`config.mk`:
```
export PLATFORM = sky130hd
export DESIGN_NAME = hsync_timing_gen_flat
export DESIGN_NICKNAME = d
export VERILOG_FILES = /design/src/rtl/hsync_timing_gen_if.sv /design/src/rtl/hsync_timing_gen.sv /design/src/flat_wrapper.sv
export SDC_FILE = /design/constraint.sdc
export NUM_CORES = 1
export LEC_CHECK = 0
export CAP_MARGIN = 20
export CORE_UTILIZATION = 57
export DETAILED_ROUTE_END_ITERATION = 16
export PLACE_DENSITY = 0.82
export SLEW_MARGIN = 20
export SYNTH_ARGS = -nofsm -noshare
export SYNTH_HDL_FRONTEND = slang
export SYNTH_SLANG_ARGS = --single-unit
export TNS_END_PERCENT = 5
```
`constraint.sdc`:
```
create_clock -name clock -period 6.25 [get_ports clock]
set_input_delay 0.625 -clock clock [delete_from_list [all_inputs] [get_ports clock]]
set_output_delay 0.625 -clock clock [all_outputs]
set_load 0.01 [all_outputs]
```
`src/rtl/hsync_timing_gen_if.sv`:
```
// hsync_timing_gen_if
// Purpose : bundles the horizontal timing generator's configuration inputs
//           and timing outputs so they can be passed around as one port.
// Signals : SynchPulse, BackPorch, ActiveVideo, FrontPorch - phase lengths
//           in pixels (sampled by the generator at reset and at LineEnd).
//           hsync, LineEnd, PixelTick, HActive, xposition - timing outputs.
//           state_dbg - current phase, for observation only.
// Modports: master = the timing generator, slave = the configuring /
//           consuming side.
// Handshake: there is no valid/ready pair here. Lengths are static levels
//           captured on LineEnd; LineEnd and PixelTick are single-clock
//           strobes that a consumer acts on in the cycle they are high.
interface hsync_timing_gen_if #(
  parameter int xresolution = 10
);
  logic [xresolution-1:0] SynchPulse;
  logic [xresolution-1:0] BackPorch;
  logic [xresolution-1:0] ActiveVideo;
  logic [xresolution-1:0] FrontPorch;
  logic                   hsync;
  logic                   LineEnd;
  logic                   PixelTick;
  logic                   HActive;
  logic [xresolution-1:0] xposition;
  logic [1:0]             state_dbg;

  modport master (
    input  SynchPulse, BackPorch, ActiveVideo, FrontPorch,
    output hsync, LineEnd, PixelTick, HActive, xposition, state_dbg
  );

  modport slave (
    output SynchPulse, BackPorch, ActiveVideo, FrontPorch,
    input  hsync, LineEnd, PixelTick, HActive, xposition, state_dbg
  );
endinterface

```
`src/rtl/hsync_timing_gen.sv`:
```
// hsync_timing_gen
// Purpose : horizontal video timing generator. Divides the system clock to a
//           pixel rate and walks each line through ACTIVE -> BACK -> SYNC ->
//           FRONT, producing hsync, xposition, HActive and a one-clock
//           LineEnd pulse that the vertical stage can use as an increment.
// Ports   : clock - system clock, rising edge.
//           reset - synchronous, active-low.
//           bus   - hsync_timing_gen_if.master (lengths in, timing out).
module hsync_timing_gen #(
  parameter int xresolution = 10,
  parameter int CLKDIV      = 4,
  parameter bit SYNC_POL    = 1'b0
) (
  input  logic                  clock,
  input  logic                  reset,
  hsync_timing_gen_if.master    bus
);

  localparam int DIVW = (CLKDIV > 1) ? $clog2(CLKDIV) : 1;
  localparam logic [DIVW-1:0] DIV_LAST = DIVW'(CLKDIV - 1);

  typedef enum logic [1:0] {
    ST_ACTIVE = 2'd0,
    ST_BACK   = 2'd1,
    ST_SYNC   = 2'd2,
    ST_FRONT  = 2'd3
  } state_t;

  state_t                 r_state;
  state_t                 w_state_next;
  logic [xresolution-1:0] r_pcount;
  logic [xresolution-1:0] w_pcount_next;
  logic [DIVW-1:0]        r_div;
  logic [xresolution-1:0] r_len_a;
  logic [xresolution-1:0] r_len_b;
  logic [xresolution-1:0] r_len_s;
  logic [xresolution-1:0] r_len_f;
  logic [xresolution-1:0] w_len_last;
  logic                   w_tick;
  logic                   w_phase_last;
  logic                   w_line_end;

  // Index of the last pixel of a phase; a zero length behaves as one pixel
  // so no phase is ever skipped.
  function automatic logic [xresolution-1:0] last_idx(input logic [xresolution-1:0] len);
    return (len == '0) ? '0 : len - 1'b1;
  endfunction

  // Tick and LineEnd are gated by reset so they are forced low in reset.
  assign w_tick       = reset & (r_div == DIV_LAST);
  assign w_phase_last = (r_pcount == w_len_last);
  assign w_line_end   = w_tick & (r_state == ST_FRONT) & w_phase_last;

  always_comb begin
    w_len_last = last_idx(r_len_a);
    unique case (r_state)
      ST_ACTIVE: w_len_last = last_idx(r_len_a);
      ST_BACK:   w_len_last = last_idx(r_len_b);
      ST_SYNC:   w_len_last = last_idx(r_len_s);
      ST_FRONT:  w_len_last = last_idx(r_len_f);
      default:   w_len_last = last_idx(r_len_a);
    endcase
  end

  // State register. Shadow lengths reload at reset and at LineEnd so that
  // a mid-line change of the inputs only affects the following line.
  always_ff @(posedge clock) begin
    if (!reset) begin
      r_div    <= '0;
      r_state  <= ST_ACTIVE;
      r_pcount <= '0;
      r_len_a  <= bus.ActiveVideo;
      r_len_b  <= bus.BackPorch;
      r_len_s  <= bus.SynchPulse;
      r_len_f  <= bus.FrontPorch;
    end else begin
      r_div    <= (r_div == DIV_LAST) ? '0 : r_div + 1'b1;
      r_state  <= w_state_next;
      r_pcount <= w_pcount_next;
      if (w_line_end) begin
        r_len_a <= bus.ActiveVideo;
        r_len_b <= bus.BackPorch;
        r_len_s <= bus.SynchPulse;
        r_len_f <= bus.FrontPorch;
      end
    end
  end

  // Next-state logic: everything advances only on a pixel tick.
  always_comb begin
    w_state_next  = r_state;
    w_pcount_next = r_pcount;
    if (w_tick) begin
      if (w_phase_last) begin
        w_pcount_next = '0;
        unique case (r_state)
          ST_ACTIVE: w_state_next = ST_BACK;
          ST_BACK:   w_state_next = ST_SYNC;
          ST_SYNC:   w_state_next = ST_FRONT;
          ST_FRONT:  w_state_next = ST_ACTIVE;
          default:   w_state_next = ST_ACTIVE;
        endcase
      end else begin
        w_pcount_next = r_pcount + 1'b1;
      end
    end
  end

  // Output decode from registered state only.
  always_comb begin
    bus.HActive   = (r_state == ST_ACTIVE);
    bus.xposition = (r_state == ST_ACTIVE) ? r_pcount : '0;
    bus.hsync     = (r_state == ST_SYNC) ? SYNC_POL : ~SYNC_POL;
    bus.LineEnd   = w_line_end;
    bus.PixelTick = w_tick;
    bus.state_dbg = r_state;
  end

endmodule

```
`src/flat_wrapper.sv`:
```
// flat-port wrapper written by rule: the top's interface ports become plain ports
module hsync_timing_gen_flat 
#(
  parameter int xresolution = 10,
  parameter int CLKDIV      = 4,
  parameter bit SYNC_POL    = 1'b0
)
  (clock, reset, bus_SynchPulse, bus_BackPorch, bus_ActiveVideo, bus_FrontPorch, bus_hsync, bus_LineEnd, bus_PixelTick, bus_HActive, bus_xposition, bus_state_dbg);
  hsync_timing_gen_if #(.xresolution(xresolution)) bus_i ();
  input  logic clock;
  input  logic reset;
  input wire logic [$bits(bus_i.SynchPulse)-1:0] bus_SynchPulse;
  input wire logic [$bits(bus_i.BackPorch)-1:0] bus_BackPorch;
  input wire logic [$bits(bus_i.ActiveVideo)-1:0] bus_ActiveVideo;
  input wire logic [$bits(bus_i.FrontPorch)-1:0] bus_FrontPorch;
  output wire logic [$bits(bus_i.hsync)-1:0] bus_hsync;
  output wire logic [$bits(bus_i.LineEnd)-1:0] bus_LineEnd;
  output wire logic [$bits(bus_i.PixelTick)-1:0] bus_PixelTick;
  output wire logic [$bits(bus_i.HActive)-1:0] bus_HActive;
  output wire logic [$bits(bus_i.xposition)-1:0] bus_xposition;
  output wire logic [$bits(bus_i.state_dbg)-1:0] bus_state_dbg;
  assign bus_i.SynchPulse = bus_SynchPulse;
  assign bus_i.BackPorch = bus_BackPorch;
  assign bus_i.ActiveVideo = bus_ActiveVideo;
  assign bus_i.FrontPorch = bus_FrontPorch;
  assign bus_hsync = bus_i.hsync;
  assign bus_LineEnd = bus_i.LineEnd;
  assign bus_PixelTick = bus_i.PixelTick;
  assign bus_HActive = bus_i.HActive;
  assign bus_xposition = bus_i.xposition;
  assign bus_state_dbg = bus_i.state_dbg;
  hsync_timing_gen #(.xresolution(xresolution), .CLKDIV(CLKDIV), .SYNC_POL(SYNC_POL)) u_core (.clock(clock), .reset(reset), .bus(bus_i));
endmodule
```
Word-level counts from Yosys, hierarchy flattened

Cells that the tools add are included.

Add/subtract/negate cells: 6
Reduce and logical (&&, ||, !) cells: 7
Shift operators: 0
Divide/modulo/power cells: 0
Bitwise logic cells: 4
Multipliers: 0
Magnitude comparators: 0
Multiplexer cells: 17
Equal/unequal tests: 6

Operators with widths:

| cell                  | count |
|---|---|
| $mux 10               | 14 |
| $logic_not 10->1      | 4 |
| $pmux 10 s4           | 1 |
| $sub 10x1->10 const B | 4 |
| $add 10x1->10 const B | 1 |
| $eq 10x10->1          | 1 |
| $pmux 2 s4            | 1 |
| $eq 2x2->1 const B    | 3 |
| $and 1x1->1           | 3 |
| $add 2x1->2 const B   | 1 |
| $eq 2x1->1 const B    | 1 |
| $logic_not 2->1       | 1 |
| $ne 2x1->1 const B    | 1 |
| $reduce_and 2->1      | 1 |
| $reduce_or 2->1       | 1 |
| $mux 1                | 1 |
| $not 1->1             | 1 |

Memory bits (writable): 0
Bits in registers: 54
Memory bits (read-only): 0
Memories: 0
Output and inout port bits: 16
Bits in latches: 0

Longest topological paths before layout

Gate-level depths: netlist (run 1).

Word-level depth: 7
Depth in mapped cells: 11
Depth with buffers taken out: 10

Worst setup path after synthesis (run 1)

OpenSTA, ideal clock, no wires.

Path kind: register to register
Start: register u_core.r_len_s[2]
End: register u_core.r_len_a[0], enable pin
Library setup time: 0.382 ns
Path slack: 2.525 ns
Data required time: 5.868 ns
Period minus slack after synthesis: 3.725 ns
Stages on the path, launching flop included: 9
Data arrival time: 3.343 ns
Cells stage by stage: edfxtp_1 > or4_1 > nor3_1 > mux2_2 > a2111oi_0 > mux2i_1 > and4_1 > and3_2 > a31o_2

Word-level cells in the longest chain between the ends: 6
Elaborated cells on any way between the ends: 7

RTL lines:

| item                                                     | line                   | source |
|---|---|---|
| start, declared                                          | hsync_timing_gen.sv:36 | `logic [xresolution-1:0] r_len_s;` |
| start signal, assigned                                   | hsync_timing_gen.sv:74 | `r_len_s <= bus.SynchPulse;` |
| start signal, assigned                                   | hsync_timing_gen.sv:83 | `r_len_s <= bus.SynchPulse;` |
| $sub 10x1->10 / $logic_not 10->1 (equally long branches) | hsync_timing_gen.sv:46 | `return (len == '0) ? '0 : len - 1'b1;` |
| $mux 10 (*)                                              | hsync_timing_gen.sv:46 |  |
| $pmux 10 s4 (*)                                          | hsync_timing_gen.sv:56 | `unique case (r_state)` |
| $eq 10x10->1 (*)                                         | hsync_timing_gen.sv:51 | `assign w_phase_last = (r_pcount == w_len_last);` |
| $and 1x1->1 (*)                                          | hsync_timing_gen.sv:52 | `assign w_line_end = w_tick & (r_state == ST_FRONT) & w_phase_last;` |
| $ne 2x1->1 (no source line) (*)                          | --                     |  |
| end signal, assigned                                     | hsync_timing_gen.sv:72 | `r_len_a <= bus.ActiveVideo;` |
| end signal, assigned                                     | hsync_timing_gen.sv:81 | `r_len_a <= bus.ActiveVideo;` |
| end, declared                                            | hsync_timing_gen.sv:34 | `logic [xresolution-1:0] r_len_a;` |

Every way passes the cells marked *; elsewhere a longest branch is shown, timed or not.
A chain may end at the register's enable or synchronous reset.

Final worst setup path (run 1)

Start: register u_core.r_len_a[0]
End: output bus_LineEnd

Word-level cells in the longest chain between the ends: 5
Elaborated cells on any way between the ends: 6

RTL lines:

| item                                                     | line                   | source |
|---|---|---|
| $sub 10x1->10 / $logic_not 10->1 (equally long branches) | --                     |  |
| $mux 10 (*)                                              | hsync_timing_gen.sv:46 |  |
| $pmux 10 s4 (*)                                          | hsync_timing_gen.sv:56 |  |
| $eq 10x10->1 (*)                                         | hsync_timing_gen.sv:51 |  |
| $and 1x1->1 (*)                                          | hsync_timing_gen.sv:52 |  |
| end, declared                                            | flat_wrapper.sv:17     | `output wire logic [$bits(bus_i.LineEnd)-1:0] bus_LineEnd;` |

Marked as above.

==> results of run 1 <==
-- path summary, 6_finish.rpt --
kind,end,slack (ps),cells past startpoint
setup / recovery,bus_LineEnd,1580,11
hold / removal,u_core.r_div[0],450,1
setup reg to reg,u_core.r_len_a[0],1970,10
hold reg to reg,u_core.r_div[0],450,1
-- per-stage QoR --
step | setup slack (ps) | instance area [um2]
after detailed placement | 1940 | 3960
final | 1580 | 4040
after CTS | 1570 | 4040
after global placement | 1950 | 3960
after global routing | 1290 | 4040
after floorplan | 2530 | 3330
-- logic make-up after synthesis --
kind of cell | Yosys count | synth area share
compound gates | 59 | 0.126
buf+inv | 31 | 0.0350
xor+xnor | 21 | 0.0553
mux | 17 | 0.0538
fa+ha+maj | 13 | 0.0489
flops | 54 | 0.445
simple gates | 134 | 0.236
-- placed cells by master (no fill, tap or decap), drive strengths merged, types with 4 or more instances in the layout --
master / instances
or3: 5
o31ai: 7
xor2: 4
nand2: 23
mux2: 4
xnor2: 17
a21oi: 8
nor3: 14
inv: 20
nand3: 9
ha: 13
o22ai: 8
and2: 10
or4: 7
nor2: 18
and3: 17
dfxtp: 14
nor3b: 4
clkdlybuf4s50: 57
clkbuf: 6
edfxtp: 40
mux2i: 13
o21ai: 12
o21a: 5
nor4: 9
-- power by group --
part	leakage (nW)	switching, mW	internal [mW]
sequential	0.505	0.0247	0.411
clock	0.0413	0.111	0.0789
combinational	0.911	0.0490	0.0566
-- state kept, by name, indices dropped and copies added, names as in the netlist --
name / count
u_core.r_len_b: 10
u_core.bus.state_dbg: 2
u_core.r_pcount: 10
u_core.r_div: 2
u_core.r_len_f: 10
u_core.r_len_a: 10
u_core.r_len_s: 10
-- synthesized netlist by cell type, drive strengths merged, types with 3 or more instances --
cell type	number
a21oi	8
and2	10
and3	17
clkbuf	11
dfxtp	14
edfxtp	40
ha	13
inv	20
mux2	4
mux2i	13
nand2	23
nand2b	3
nand3	9
nand4	3
nor2	18
nor3	14
nor3b	4
nor4	9
nor4b	3
o21a	5
o21ai	12
o22ai	8
o31ai	7
or3	5
or4	7
xnor2	17
xor2	4
-- per-layer routing --
| metal | GRT usage | vias up |
|---|---|---|
| li1 | - | 1345 |
| met1 | 0.321 | 1315 |
| met3 | 0.0395 | 14 |
| met2 | 0.445 | 108 |
| met4 | 0.0852 | 0 |
| met5 | 0 | - |
-- area by class of cell --
class	instances	area [um2]
clock buffers	6	72.6
clock inverters	2	13.8
fillers	425	1530
inverters	20	75.1
multi-input cells	244	1730
flip-flops and latches	54	1480
well taps	72	90.1
repair buffers	58	578
-- worst max-delay path, stage by stage, from the launching register on --
cell and delay [ps]:
edfxtp_1 470, inv_1 100, ha_1 230, or4b_2 670
nor3_1 210, mux2i_1 340, a21oi_1 120, mux2_4 280
nor4_4 360, and3_2 270, and3_1 160, clkdlybuf4s50_1 530
==> results by group, run 1 <==
Status
  • Status: completed

Detailed routing
  • WL final: around 7400 um
  • Final ANT Viol Nets: 0
  • Metal3 WL: 353 um
  • Top Metal Used: met4
  • WL/cell: 16.3 um
  • Met1 wire length: roughly 3200 um
  • Vias per cell: about 6
  • DRC: 0
  • DR pass1 iterations: 5
  • DRT iter0 DRCs: approximately 160
  • Via Count: around 2800
  • Met2 WL post-DR: ~3700 um

Placement
  • Port Buffer Count: 57
  • Hpwl dp: approximately 5600 um
  • Placed Cells: 448
  • RePlAce Congestion: approximately 0.86

Global route
  • Vias in the first global route: 2600
  • Total global routing overflow: 0
  • Initial antenna violation count: 0
  • Largest net degree at the start of global routing: 41
  • GRT Resource Usage Total: 0.255
  • First-pass GRT wire length: 12300 um

Critical path
  • Critical Path RT: 5620 ps
  • Worst-path maximum fanout: 5
  • Worst path arrival time: between 4000 and 5000 ps
  • Critical path capture point type: output pin
  • CP Class: flop to output pin
  • RR Startpoint: u_core.r_len_a[0]
  • Startpoint types: flop
  • Critical Path Start: u_core.r_len_a[0]

Logic synthesis
  • Unique masters post-synth: 55
  • Post-synth EDFFs: 40
  • FF+latch count, synth: between 50 and 60
  • Post-Syn Area per Cell: between 10 and 15 um2
  • Top_reg_cell synth: edfxtp_1
  • Register area share after synthesis: 0.445
  • Mapped Nets: ~380
  • Post-synth ARST share: 0
  • Mapped Cells: ~330
  • Post-Syn Area: 3330 um2
  • Ys Warns: 0
  • Top cell type by total area after synthesis: edfxtp_1
  • Top cells by area, synth: edfxtp_1 36%, dfxtp_1 8.4%, ha_1 4.9%, xnor2_1 4.5%, mux2i_1 3.9%
  • Synth top area share: 0.361

Final layout
  • Layout cells sized above 1: 0.0625
  • Antenna cells: 0
  • Area growth syn-to-layout: 21.4%
  • Final cell count without fillers: about 460
  • # nets final: between 400 and 500
  • Util after Layout: 0.725

Pwr
  • Overall Power: 0.732 mW
  • Static leakage: around 1.5 nW
  • Pwr dens: approximately 180 nW/um2
  • Maximum vdd ir drop: roughly 160 uV

Timing
  • Slew margin rel.: 0.329
  • Setup tns final: 0 ps
  • Worst-Margin Slew: between 1000 and 1500 ps
  • Highest Clock Rate: ~210 MHz
  • Tcrit/Tclk final: 0.748
  • Pins Over Slew Limit: 0
  • Final hold viol count: 0
  • RSZ-0062 raised after global routing: false
  • Final Hold Slack: approximately 450 ps
  • Clock skew: roughly 11 ps
  • Final Setup Violations: 0
  • Final min period: about 4700 ps

Floorplan
  • Io pins: 58
  • Die X: roughly 78 um
  • Starting Density: 0.597
  • Row cnt: 27
  • Core area: ~5600 um2
  • Die Height: ~80 um
  • Die Area: about 6000 um2

Clocking
  • Max clock buf depth: 2
  • Post_cts resized: 0
  • Hold_buf cts: 0
  • CTS HTree Levels: 2
  • Clock latency at the later pin of the worst-skew pair: ~310 ps
  • Post-CTS setup buffer count: 0
  • Num Clock Sinks: 54
  • Root buffer cell: clkbuf_8
  • Num CTS Buffers: 5
  • CTS clk-pin slew, worst paths: 100 ps
  • CTS tree: yes

Flow run
  • Max Cap Violations: 0

Hold path
  • Hold Crit Class: flop to flop
  • HP Start: u_core.r_div[0]
No activity file was read; power rests on OpenSTA's default activity.
==> run 2, diff against run 1 <==
--- a/config.mk
+++ b/config.mk
@@ -6,9 +6,9 @@
 export NUM_CORES = 1
 export LEC_CHECK = 0
 export CAP_MARGIN = 20
-export CORE_UTILIZATION = 57
+export CORE_UTILIZATION = 48
 export DETAILED_ROUTE_END_ITERATION = 16
-export PLACE_DENSITY = 0.82
+export PLACE_DENSITY = 0.74
 export SLEW_MARGIN = 20
 export SYNTH_ARGS = -nofsm -noshare
 export SYNTH_HDL_FRONTEND = slang
==> constraint.sdc (replaced) <==
create_clock -name clock -period 3.8 [get_ports clock]
set_input_delay 0.38 -clock clock [delete_from_list [all_inputs] [get_ports clock]]
set_output_delay 0.38 -clock clock [all_outputs]
set_load 0.01 [all_outputs]
==> run 2 against run 1 <==
Hold slack lost 5.2 ps; sequential cell count is the same; combinational power grew 97%; count of clock-buffer cells in the layout grew 2; die area grew 18%; critical path depth is the same; non-clock buffer count grew 28; via count grew 2.4%; clock power grew 71%; clock skew shrank 5.9 ps; largest power group unchanged.
==> results by group, run 2 (synthesized netlist as in run 1, its figures left out) <==
Critical path
  • Critical path capture point type: output pin
  • Worst path arrival time: 3280 ps (-770 ps)
  • Critical path cell sequence: inv_2 -> ha_2 -> or4b_4 -> nand2_1 -> mux2i_1 -> a2111o_1 -> mux2_4 -> nor4_4 -> and3_4 -> and3_1 -> clkdlybuf4s15_1
  • CP Class: flop to output pin
  • Worst-path maximum fanout: 3 (-2)
  • Slowest CP cell: or4b_4
  • Startpoint types: flop
  • Critical Path RT: 3420 ps (-2200 ps)
  • Crit-path max cell delay: 490 ps (-180 ps)

Global route
  • First-pass GRT wire length: 12600 um (+2.6%)
  • Vias in the first global route: 2711 (+4.3%)
  • Initial antenna violation count: 0 (unchanged)
  • Total global routing overflow: 0 (unchanged)
  • Largest net degree at the start of global routing: 28 (-32%)
  • GRT Resource Usage Total: 0.221 (-0.0343)

Detailed routing
  • WL/cell: 15.6 um (-4.2%)
  • Final ANT Viol Nets: 0 (unchanged)
  • Via Count: 2850 (+2.4%)
  • DRC: 0 (unchanged)
  • Vias per cell: 5.83 (-4.5%)
  • WL final: 7630 um (+2.7%)
  • DRT iter0 DRCs: 126 (-20%)
  • DR pass1 iterations: 5 (unchanged)

Status
  • Status: completed

Floorplan
  • Starting Density: 0.510 (-0.0875)
  • Die Area: 7270 um2 (+18%)
  • Io pins: 58 (unchanged)
  • Die X: 85.3 um (+8.7%)
  • Row cnt: 29 (+7.4%)
  • Die Height: 85.3 um (+8.7%)
  • Core area: 6530 um2 (+17%)

Placement
  • RePlAce Congestion: 0.914 (+6.6%)
  • Post-DP Area: 4160 um2 (+5.2%)
  • Hpwl dp: 5890 um (+5.5%)
  • Placed Cells: 478 (+6.7%)
  • Port Buffer Count: 57 (unchanged)

Final layout
  • Commonest non-fill, non-tap cell in the layout: clkdlybuf4s50_1
  • Area growth syn-to-layout: 31.8%
  • # nets final: 466 (+6.4%)
  • Final instance area: 4390 um2 (+8.5%)
  • Most frequent cells in the layout: 56 x clkdlybuf4s50_1, 40 x edfxtp_1, 28 x buf_4
  • Layout cells sized above 1: 0.163 (+0.100)
  • Antenna cells: 0 (unchanged)
  • Final cell count without fillers: 489 (+7.2%)

Timing
  • Highest Clock Rate: ~270 MHz
  • Final Setup Violations: 0 (unchanged)
  • Slew margin rel.: 0.637 (+0.308)
  • Final min period: between 3000 and 4000 ps
  • Worst-Margin Slew: 538 ps (-469 ps)
  • Setup tns final: 0 ps (unchanged)
  • Final Hold Slack: 444 ps (-5.17 ps)
  • Clock skew: 4.60 ps (-5.94 ps)
  • Pins Over Slew Limit: 0 (unchanged)
  • Tcrit/Tclk final: 0.963
  • Final hold viol count: 0 (unchanged)
  • RSZ-0062 raised after global routing: false

Clocking
  • Hold_buf cts: 0 (unchanged)
  • Num Clock Sinks: 54 (unchanged)
  • CTS clk-pin slew, worst paths: 90 ps (about the same)
  • Clock latency at the later pin of the worst-skew pair: 300 ps (about the same)
  • CTS tree: yes
  • Root buffer cell: clkbuf_8
  • Max clock buf depth: 2 (unchanged)
  • Num CTS Buffers: 5 (unchanged)
  • CTS HTree Levels: 2 (unchanged)

Hold path
  • Hold Crit Class: flop to flop

Pwr
  • Static leakage: 1.62 nW (+11%)
  • Maximum vdd ir drop: 198 uV (+23%)
  • Pwr dens: 284 nW/um2 (+57%)

Flow run
  • Max Cap Violations: 0 (unchanged)
run 2: what timing repair did:
item                                    CTS  global route
pin swaps                                 0             3
setup buffers                             2             1
resized for setup                         7            21
endpoints found under the setup margin    1             1
run 2: routing by layer:
layer / vias to the layer above / routed length, um / GRT usage
met2: 93 / 3800 / 0.391
met1: 1341 / 3340 / 0.279
met5: - / 0 / 0
met3: 11 / 369 / 0.0350
li1: 1405 / - / -
met4: 0 / 129 / 0.0636
run 2: layout make-up:
class,instances,area [um2]
fillers,515,2150
multi-input cells,244,1840
clock buffers,8,90.1
repair buffers,86,801
flip-flops and latches,54,1480
well taps,77,96.3
inverters,20,75.1
run 2: through the flow:
step | power, mW | util | worst slack (ps)
floorplan | 0.822 | - | 75.0
global placement | 0.915 | 0.637 | 115
detailed placement | 0.919 | 0.637 | 46.8
CTS | 1.25 | 0.657 | 62.9
global route | 1.30 | 0.671 | 6.73
finish | 1.24 | 0.671 | 140
run 2: report_power, final:
group,leakage [nW],switching (mW),internal [mW]
sequential,0.505,0.0348,0.676
clock,0.0455,0.175,0.149
combinational,1.07,0.0953,0.114
total,1.62,0.305,0.939
run 2: worst paths after layout:
kind,startpoint,to,slack (ps),depth (start not counted)
worst max register to register,u_core.r_len_b[0],u_core.r_len_a[5],370,12
worst min register to register,u_core.r_div[0],u_core.r_div[0],440,1
worst max-delay path,u_core.r_len_b[0],bus_LineEnd,140,11
worst min-delay path,u_core.r_div[0],u_core.r_div[0],440,1
run 2: worst max-delay path, delay by kind of cell (launching register included):
kind | cells | cell delay [ps]
AND/OR/NAND/NOR | 5 | 1250
adder cells (fa/ha/maj) | 1 | 180
flip-flops | 1 | 430
AO/OA/AOI/OAI | 1 | 400
multiplexers | 2 | 400
buffers and inverters | 2 | 310
==> run 3, diff against run 2 <==
--- a/config.mk
+++ b/config.mk
@@ -8,7 +8,7 @@
 export CAP_MARGIN = 20
 export CORE_UTILIZATION = 48
 export DETAILED_ROUTE_END_ITERATION = 16
-export PLACE_DENSITY = 0.74
+export PLACE_DENSITY = 0.88
 export SLEW_MARGIN = 20
 export SYNTH_ARGS = -nofsm -noshare
 export SYNTH_HDL_FRONTEND = slang
==> run 3 against run 2 <==
Sequential cell count unchanged; clock skew grew 4.2 ps; register-to-register slack worse by 60 ps; largest cell class unchanged; sequential power hardly changed; highest routed layer unchanged; critical path type unchanged; first-iteration DRC count increased by 60%.
==> results by group, run 3 (synthesized netlist as in run 1, its figures left out) <==
Status
  • Status: completed

Clocking
  • Clock latency at the later pin of the worst-skew pair: 310 ps (about the same)
  • Root buffer cell: clkbuf_8
  • Num CTS Buffers: 5 (unchanged)
  • CTS clk-pin slew, worst paths: 100 ps (about the same)
  • Max clock buf depth: 2 (unchanged)
  • Hold_buf cts: 0 (unchanged)
  • CTS tree: yes
  • Num Clock Sinks: 54 (unchanged)
  • CTS HTree Levels: 2 (unchanged)

Final layout
  • # nets final: 465 (-0.21%)
  • Area growth syn-to-layout: 30.4%
  • Final cell count without fillers: 488 (-0.20%)
  • Util after Layout: 0.665 (-0.00690)
  • Antenna cells: 0 (unchanged)
  • Commonest non-fill, non-tap cell in the layout: clkdlybuf4s50_1
  • Most frequent cells in the layout: 56 x clkdlybuf4s50_1, 40 x edfxtp_1, 26 x buf_4
  • Layout cells sized above 1: 0.151 (-0.0118)

Floorplan
  • Die Height: 85.3 um (unchanged)
  • Core area: 6530 um2 (unchanged)
  • Row cnt: 29 (unchanged)
  • Die Area: 7270 um2 (unchanged)
  • Die X: 85.3 um (unchanged)
  • Starting Density: 0.510 (unchanged)
  • Io pins: 58 (unchanged)

Pwr
  • Overall Power: 1.24 mW (about the same)
  • Maximum vdd ir drop: 195 uV (-1.3%)
  • Static leakage: 1.62 nW (about the same)
  • Pwr dens: 287 nW/um2 (+1.1%)

Timing
  • Clock skew: 8.81 ps (+4.21 ps)
  • Tcrit/Tclk final: 0.966 (+0.00251)
  • Final Hold Slack: 452 ps (+8.88 ps)
  • Highest Clock Rate: 273 MHz (-0.26%)
  • Final hold viol count: 0 (unchanged)
  • Slew margin rel.: 0.638 (+0.00164)
  • Final min period: 3670 ps (+9.56 ps)
  • Setup tns final: 0 ps (unchanged)
  • Pins Over Slew Limit: 0 (unchanged)
  • Final Setup Violations: 0 (unchanged)
  • Worst-Margin Slew: 535 ps (-2.43 ps)
  • RSZ-0062 raised after global routing: false

Detailed routing
  • DRC: 0 (unchanged)
  • DRT iter0 DRCs: 202 (+60%)
  • Via Count: 2917 (+2.4%)
  • WL final: 8300 um (+8.7%)
  • DR pass1 iterations: 5 (unchanged)
  • WL/cell: 17.0 um (+8.9%)
  • Vias per cell: 5.98 (+2.6%)
  • Final ANT Viol Nets: 0 (unchanged)

Critical path
  • Critical path capture point type: output pin
  • Startpoint types: flop
  • Crit-path max cell delay: 500 ps (about the same)
  • Critical path cell sequence: inv_1 -> ha_1 -> or4b_4 -> nand2_1 -> mux2i_1 -> a2111o_1 -> mux2_4 -> nor4_4 -> and3_4 -> and3_1 -> clkbuf_2
  • Reg2reg path depth: 12 (unchanged)
  • CP Class: flop to output pin
  • Worst-path maximum fanout: 3 (unchanged)
  • RR Startpoint: u_core.r_len_b[0]
  • Critical Path Start: u_core.r_len_b[0]
  • Slowest CP cell: or4b_4
  • Critical Path RT: 3420 ps (about the same)
  • R2R Setup Slk: 310 ps (-60 ps)
  • RR Endpoint: u_core.r_len_b[3]
  • Worst path arrival time: 3290 ps (about the same)

Flow run
  • Max Cap Violations: 0 (unchanged)

Hold path
  • HP Start: u_core.r_div[0]
  • WHS Path Cells: 1 (unchanged)
  • Hold Path Sink: u_core.r_div[0]
  • Hold Crit Class: flop to flop

Placement
  • Port Buffer Count: 57 (unchanged)
  • RePlAce Congestion: 0.910 (-0.44%)
  • Hpwl dp: 6300 um (+6.9%)
  • Placed Cells: 477 (-0.21%)

Global route
  • GRT Resource Usage Total: 0.240 (+0.0199)
  • Initial antenna violation count: 0 (unchanged)
  • First-pass GRT wire length: 13700 um (+9.1%)
  • Total global routing overflow: 0 (unchanged)
  • Vias in the first global route: 2883 (+6.3%)
  • Largest net degree at the start of global routing: 26 (-7.1%)
==> run 3: how the worst max path moves through the flow <==
stage / cells after the start / endpoint / slack, ps
after global routing: 10 / bus_LineEnd / 5
after floorplan: 8 / u_core.r_len_a[0] / 80
after CTS: 11 / bus_LineEnd / 0.3
after global placement: 11 / bus_LineEnd / 100
final: 11 / bus_LineEnd / 130
after detailed placement: 10 / bus_LineEnd / -5
==> run 3: final cells by class <==
type | instances | area, um2
Clock inverter | 3 | 21.3
Timing Repair Buffer | 85 | 801
Fill cell | 509 | 2190
Sequential cell | 54 | 1480
Inverter | 20 | 75.1
Clock buffer | 5 | 68.8
Tap cell | 77 | 96.3
Multi-Input combinational cell | 244 | 1800
==> run 3: what timing repair did <==
item | CTS | global route
setup buffers | 1 | 2
setup endpoints to repair | 1 | 1
resized for setup | 8 | 12
cloned | 0 | 0
==> run 3: worst max-delay path: cells and delay by family, from the launching register on <==
kind,cells,cell delay [ps]
adders and majority gates,1,180
muxes,2,400
DFF,1,430
and+or+nand+nor,5,1300
buffers and inverters,2,240
AOI/OAI and AO/OA,1,440
==> run 3: per-stage QoR <==
step                      area (um2)  worst slack [ps]
final                           4340               130
after global routing            4340              5.11
after CTS                       4290             0.284
after detailed placement        4170             -5.01
after global placement          4170              99.4
after floorplan                 3330              75.0
==> run 3: per-layer routing <==
layer  up-vias  wire (um)  global-route usage
met1      1383       3580               0.305
li1       1398          -                   -
met5         -          0                   0
met3        13        476              0.0467
met2       123       4100               0.411
met4         0        148              0.0848
==> run 3: where the power goes <==
| part | switching [mW] | internal (mW) | leakage [nW] |
|---|---|---|---|
| clock network | 0.190 | 0.130 | 0.0458 |
| logic | 0.0970 | 0.115 | 1.06 |
| registers | 0.0373 | 0.676 | 0.505 |
